$ cat config.mk
export PLATFORM = sky130hd
export DESIGN_NAME = wptr_full_ctrl
export DESIGN_NICKNAME = d
export VERILOG_FILES = /design/src/rtl/fifo_pkg.sv /design/src/rtl/sync_r2w.sv /design/src/rtl/wptr_full_ctrl.sv
export SDC_FILE = /design/constraint.sdc
export NUM_CORES = 1
export LEC_CHECK = 0
export ABC_AREA = 1
export ABC_CLOCK_PERIOD_IN_PS = 3000
export BUFFER_PORTS_ARGS = -buffer_cell sky130_fd_sc_hd__clkbuf_2
export CAP_MARGIN = 20
export CORE_UTILIZATION = 30
export CTS_CLUSTER_DIAMETER = 100
export CTS_CLUSTER_SIZE = 12
export DETAILED_ROUTE_END_ITERATION = 12
export PLACE_DENSITY = 0.56
export RECOVER_POWER = 25
export SETUP_SLACK_MARGIN = 0.5
export SYNTH_ARGS = -nofsm -noshare
export SYNTH_HDL_FRONTEND = slang
export SYNTH_SLANG_ARGS = --single-unit
export TNS_END_PERCENT = 50
$ cat constraint.sdc
create_clock -name wclk -period 3 [get_ports wclk]
set_input_delay 0.3 -clock wclk [delete_from_list [all_inputs] [get_ports wclk]]
set_output_delay 0.3 -clock wclk [all_outputs]
set_load 0.03 [all_outputs]
$ cat src/rtl/fifo_pkg.sv
// rtl/fifo_pkg.sv - shared FIFO defaults and Gray/binary pointer helpers
// Contents:
//   FIFO_ADDRSIZE, FIFO_DATASIZE : default address and data widths
//   PTR_W_MAX                    : widest pointer the helpers handle (ADDRSIZE 16 + 1)
//   bin2gray / gray2bin          : conversions used by the write and read pointer blocks
package fifo_pkg;

  localparam int FIFO_ADDRSIZE = 4;
  localparam int FIFO_DATASIZE = 8;
  localparam int PTR_W_MAX     = 17;

  // Callers zero-extend narrower pointers; leading zeros leave the result unchanged.
  function automatic logic [PTR_W_MAX-1:0] bin2gray(input logic [PTR_W_MAX-1:0] b);
    return (b >> 1) ^ b;
  endfunction

  function automatic logic [PTR_W_MAX-1:0] gray2bin(input logic [PTR_W_MAX-1:0] g);
    logic [PTR_W_MAX-1:0] b;
    b[PTR_W_MAX-1] = g[PTR_W_MAX-1];
    for (int i = PTR_W_MAX - 2; i >= 0; i--) begin
      b[i] = b[i+1] ^ g[i];
    end
    return b;
  endfunction

endpackage

$ cat src/rtl/sync_r2w.sv
// rtl/sync_r2w.sv - two-flop synchroniser for a Gray-coded pointer
// Ports:
//   wclk  in   destination clock
//   wrst  in   asynchronous active-high reset, clears both stages
//   d     in   WIDTH  pointer from the other clock domain
//   q     out  WIDTH  synchronised pointer (second stage)
// Also used as sync_w2r on the read side.
module sync_r2w #(
  parameter int WIDTH = 5
) (
  input  logic             wclk,
  input  logic             wrst,
  input  logic [WIDTH-1:0] d,
  output logic [WIDTH-1:0] q
);

  logic [WIDTH-1:0] rq1;

  // Straight flop-to-flop path: no logic may sit between the stages.
  always_ff @(posedge wclk or posedge wrst) begin
    if (wrst) begin
      rq1 <= '0;
      q   <= '0;
    end else begin
      rq1 <= d;
      q   <= rq1;
    end
  end

endmodule

$ cat src/rtl/wptr_full_ctrl.sv
// rtl/wptr_full_ctrl.sv - async FIFO write pointer, full/almost-full and overflow control
// Ports:
//   wclk          in   write-domain clock
//   wrst          in   asynchronous active-high reset
//   winc          in   write request
//   rptr          in   ADDRSIZE+1  Gray read pointer from the read domain
//   wovf_clr      in   clears the sticky overflow flag
//   waddr         out  ADDRSIZE    memory write address
//   wptr          out  ADDRSIZE+1  Gray write pointer to the read domain
//   wfull         out  FIFO full (registered), gates memory writes
//   walmost_full  out  occupancy >= AFULL_THRESH (registered)
//   wcount        out  ADDRSIZE+1  write-side occupancy estimate
//   woverflow     out  sticky: write attempted while full
module wptr_full_ctrl
  import fifo_pkg::*;
#(
  parameter int ADDRSIZE     = FIFO_ADDRSIZE,
  parameter int AFULL_THRESH = 2**ADDRSIZE - 2
) (
  input  logic                wclk,
  input  logic                wrst,
  input  logic                winc,
  input  logic [ADDRSIZE:0]   rptr,
  input  logic                wovf_clr,
  output logic [ADDRSIZE-1:0] waddr,
  output logic [ADDRSIZE:0]   wptr,
  output logic                wfull,
  output logic                walmost_full,
  output logic [ADDRSIZE:0]   wcount,
  output logic                woverflow
);

  localparam int                PW        = ADDRSIZE + 1;
  localparam logic [ADDRSIZE:0] AFULL_LVL = AFULL_THRESH[ADDRSIZE:0];

  logic [ADDRSIZE:0] wbin;
  logic [ADDRSIZE:0] wbinnext;
  logic [ADDRSIZE:0] wgraynext;
  logic [ADDRSIZE:0] rq2;
  logic [ADDRSIZE:0] rbin_s;
  logic [ADDRSIZE:0] full_pat;
  logic [ADDRSIZE:0] wdiff;
  logic              accept;

  sync_r2w #(.WIDTH(PW)) u_sync_r2w (
    .wclk (wclk),
    .wrst (wrst),
    .d    (rptr),
    .q    (rq2)
  );

  // A write while full is dropped; the pointer simply holds.
  assign accept    = winc & ~wfull;
  assign wbinnext  = wbin + {{ADDRSIZE{1'b0}}, accept};
  assign wgraynext = PW'(bin2gray(PTR_W_MAX'(wbinnext)));
  assign rbin_s    = PW'(gray2bin(PTR_W_MAX'(rq2)));

  // Full when the write pointer has lapped the read pointer by exactly one
  // depth: in Gray code that is the top two bits inverted, the rest equal.
  assign full_pat  = {~rq2[ADDRSIZE:ADDRSIZE-1], rq2[ADDRSIZE-2:0]};

  // Occupancy against a stale read pointer: never under-reports, so full and
  // almost-full release late rather than early.
  assign wdiff     = wbinnext - rbin_s;

  assign waddr     = wbin[ADDRSIZE-1:0];

  always_ff @(posedge wclk or posedge wrst) begin
    if (wrst) begin
      wbin         <= '0;
      wptr         <= '0;
      wfull        <= 1'b0;
      walmost_full <= 1'b0;
      wcount       <= '0;
      woverflow    <= 1'b0;
    end else begin
      wbin         <= wbinnext;
      wptr         <= wgraynext;
      wfull        <= (wgraynext == full_pat);
      walmost_full <= (wdiff >= AFULL_LVL);
      wcount       <= wdiff;
      // Set has priority so an overflow coinciding with a clear is not lost.
      if (winc & wfull) begin
        woverflow <= 1'b1;
      end else if (wovf_clr) begin
        woverflow <= 1'b0;
      end
    end
  end

endmodule

==> results.yml <==
sta:
  fmax_mhz: 438
  drv_slew: 0
  final.setup.tns_ns: 0
  min_period_over_period_pct: 76.0
  setup_viol: 0
  rsz0062_at_grt: "false"
  tightest_slew_ns: 0.553
  skew_ns: 0.00333
  slew_headroom_pct: 63.1
  hold_violations: 0
  fin_crit_ns: 2.28
worst_setup_path:
  cp.arrival_ns: 2.44
  worstRegToRegCells: 13
  crit_start: "u_sync_r2w.q[3]$_DFF_PP0_"
  crit_chain: "xnor2_2, or2_4, nand3_1, nand3_1, nand2_1, inv_1, ha_2, fa_2, nor2_2, o21a_1, nor2_2, xor2_2, nand2_1"
  crit_required_ns: 3.16
  reg2reg_from: "u_sync_r2w.q[3]$_DFF_PP0_"
  setup.worst_path.start_class: "register"
  r2r_end: "walmost_full$_DFF_PP0_"
  critical_path.max_fanout: 3
  cp_slowest_cell: "dfrtp_1"
  r2r_slack_ns: 0.72
  crit_type: "register to register"
  slowest_delay_ns: 0.42
  crit_path_end_kind: "register"
clocking:
  cts.sinks: 27
  cts_root_buf: "clkbuf_8"
  cts_tree: "built"
  clk_path_buf_depth: 2
  htree_levels: 1
  cts_buffers: 3
  cts_hold_buf: 0
  clock_latency_ns: 0.27
  cts.clk_slew.worst_paths_ns: 0.09
floorplan:
  core_um2: 4030
  io-pin-count: 26
  initial_core_util_pct: 31.6
  fp.dieH_um: 67.1
  die_area_um2: 4510
  rows: 23
  die_w_um: 67.1
run:
  maxCapViolCount: 0
power:
  power.leakage_uw: 0.000828
  p_total_uw: 1760
  powerDensity_nw_per_um2: 1140
  vdd_drop_max_v: 0.000550
grt:
  grt_usage_pct: 12.3
  grt_max_degree: 28
  grt.met2_usage_pct: 22.4
  grt_pass1_wl_um: 4230
  use_met3_pct: 3.25
  globalRouteMet1Util_pct: 14.2
  antenna_found_initial: 0
  busiest_layer: "met2"
  grt_pass1_vias: 1038
  grt-ovfl-total: 0
synth:
  synth_ff_type: "dfrtp_1"
  yosys.area.top_type_share_pct: 53.1
  netlist_top_cells_area: "dfrtp_1, nand2_1, nand3_1"
  netlist_instances: 138
  synthTopCellsByCount: "nand2_1, dfrtp_1, nand3_1"
  async_reset_ff_share_pct: 100
  synth-seq-cells: 27
  synth_cell_types: 22
  seq_area_frac_synth_pct: 53.1
  synthesis.area_um2: 1270
  yosysWarnings: 0
  avgSynthCellArea_um2: 9.22
  synth_edf_count: 0
  synth_top_cell_by_area: "dfrtp_1"
  synth_most_common_cell: "nand2_1"
  synth_nets: 154
detailed_routing:
  route.detailed.drc: 0
  drt_iter0_drc: 35
  firstDrtPassIters: 5
  wl_per_cell_um: 11.0
  antenna_left: 0
  num_vias: 992
  totalWireLength_um: 2400
  viasPerCell: 4.55
layout:
  drive_gt1_share_pct: 31.5
  area_delta_synth_final_pct: 21.8
  fill_cells: 407
  final_nets: 185
  n_antenna_cell: 0
  finish.utilization_pct: 38.5
min_path:
  hold_class: "input port to async pin"
placement:
  place_congestion: 0.857
  io_buffer_count: 25
  post-dp-hpwl_um: 1850
run_status:
  run_status: "finished clean"
-- timing repair --
| action | in CTS | in global routing |
|---|---|---|
| endpoints found under the setup margin | 0 | 2 |
| resized for setup | 0 | 9 |
| buffers inserted | 0 | 1 |
-- final cells by class --
class	instances	area (um^2)	area share, %
Sequential cell	27	676	43.6
Multi-Input combinational cell	90	543	35.0
Timing Repair Buffer	27	148	9.52
Inverter	20	75.1	4.84
Tap cell	50	62.6	4.04
Clock buffer	3	41.3	2.66
Clock inverter	1	5.00	0.323
-- flip-flops by register name, summed over array words and instances (netlist names) --
name            count
wcount              5
u_sync_r2w.rq1      5
wptr                4
woverflow           1
u_sync_r2w.q        5
wfull               1
walmost_full        1
wbin                5
-- routing by layer --
metal / wire length, um / part of all wire [%] / vias up
met4: 28 / 1.2 / 0
met1: 1050 / 44 / 472
met3: 96 / 4.0 / 4
met5: 0 / 0 / -
met2: 1220 / 51 / 23
li1: - / - / 493
-- cell usage in the layout, fill, tap and decap left out --
cell type / instances
a21oi_1: 1
buf_4: 1
buf_8: 1
clkbuf_2: 25
clkbuf_8: 3
clkinv_2: 1
dfrtp_1: 27
fa_2: 1
ha_1: 4
ha_2: 2
inv_1: 18
inv_2: 2
nand2_1: 33
nand2_2: 7
nand2_4: 1
nand3_1: 22
nand3_2: 1
nand3b_1: 1
nand4_1: 1
nor2_1: 2
nor2_2: 4
o21a_1: 1
o21ai_0: 3
o21ai_2: 1
or2_4: 1
xnor2_1: 1
xnor2_2: 1
xor2_1: 1
xor2_2: 1
-- critical path: cells and delay by family, from the launching register on --
kind / cells / cell delay (ns)
AO/OA/AOI/OAI: 1 / 0.12
flip-flops: 1 / 0.42
AND/OR/NAND/NOR: 7 / 0.74
XOR/XNOR: 2 / 0.30
buffers and inverters: 1 / 0.04
adder cells (fa/ha/maj): 2 / 0.56
-- where the power goes --
part,internal (uW),switching (uW)
clock,92.8,107
sequential,487,78.0
combinational,320,677
total,900,861
-- how the worst max path moves through the flow --
stage / endpoint / slack (ns) / depth (start not counted)
floorplan: walmost_full$_DFF_PP0_ / 0.79 / 14
global placement: walmost_full$_DFF_PP0_ / 0.70 / 14
detailed placement: walmost_full$_DFF_PP0_ / 0.58 / 14
CTS: walmost_full$_DFF_PP0_ / 0.57 / 14
global route: walmost_full$_DFF_PP0_ / 0.56 / 14
finish: walmost_full$_DFF_PP0_ / 0.72 / 13
-- metrics by stage --
| step | setup WS, ns | hold slack, ns | instance area (um^2) | cells |
|---|---|---|---|---|
| CTS | 0.569 | 0.124 | 1500 | 216 |
| detailed placement | 0.585 | 0.336 | 1450 | 212 |
| floorplan | 0.793 | 0.331 | 1270 | 138 |
| finish | 0.719 | 0.0471 | 1550 | 218 |
| global placement | 0.698 | 0.332 | 1450 | 212 |
| global route | 0.563 | 0.101 | 1550 | 218 |
-- cell families (layout without fill, tap and decap cells) --
family / Yosys count / count (layout) / synth area share [%]
AND/OR/NAND/NOR: 73 / 73 / 27.0
buffers and inverters: 21 / 51 / 6.78
adder cells (fa/ha/maj): 7 / 7 / 7.47
flip-flops: 27 / 27 / 53.1
XOR/XNOR: 4 / 4 / 2.75
AO/OA/AOI/OAI: 6 / 6 / 2.85
(Power assumes the default switching activity.)
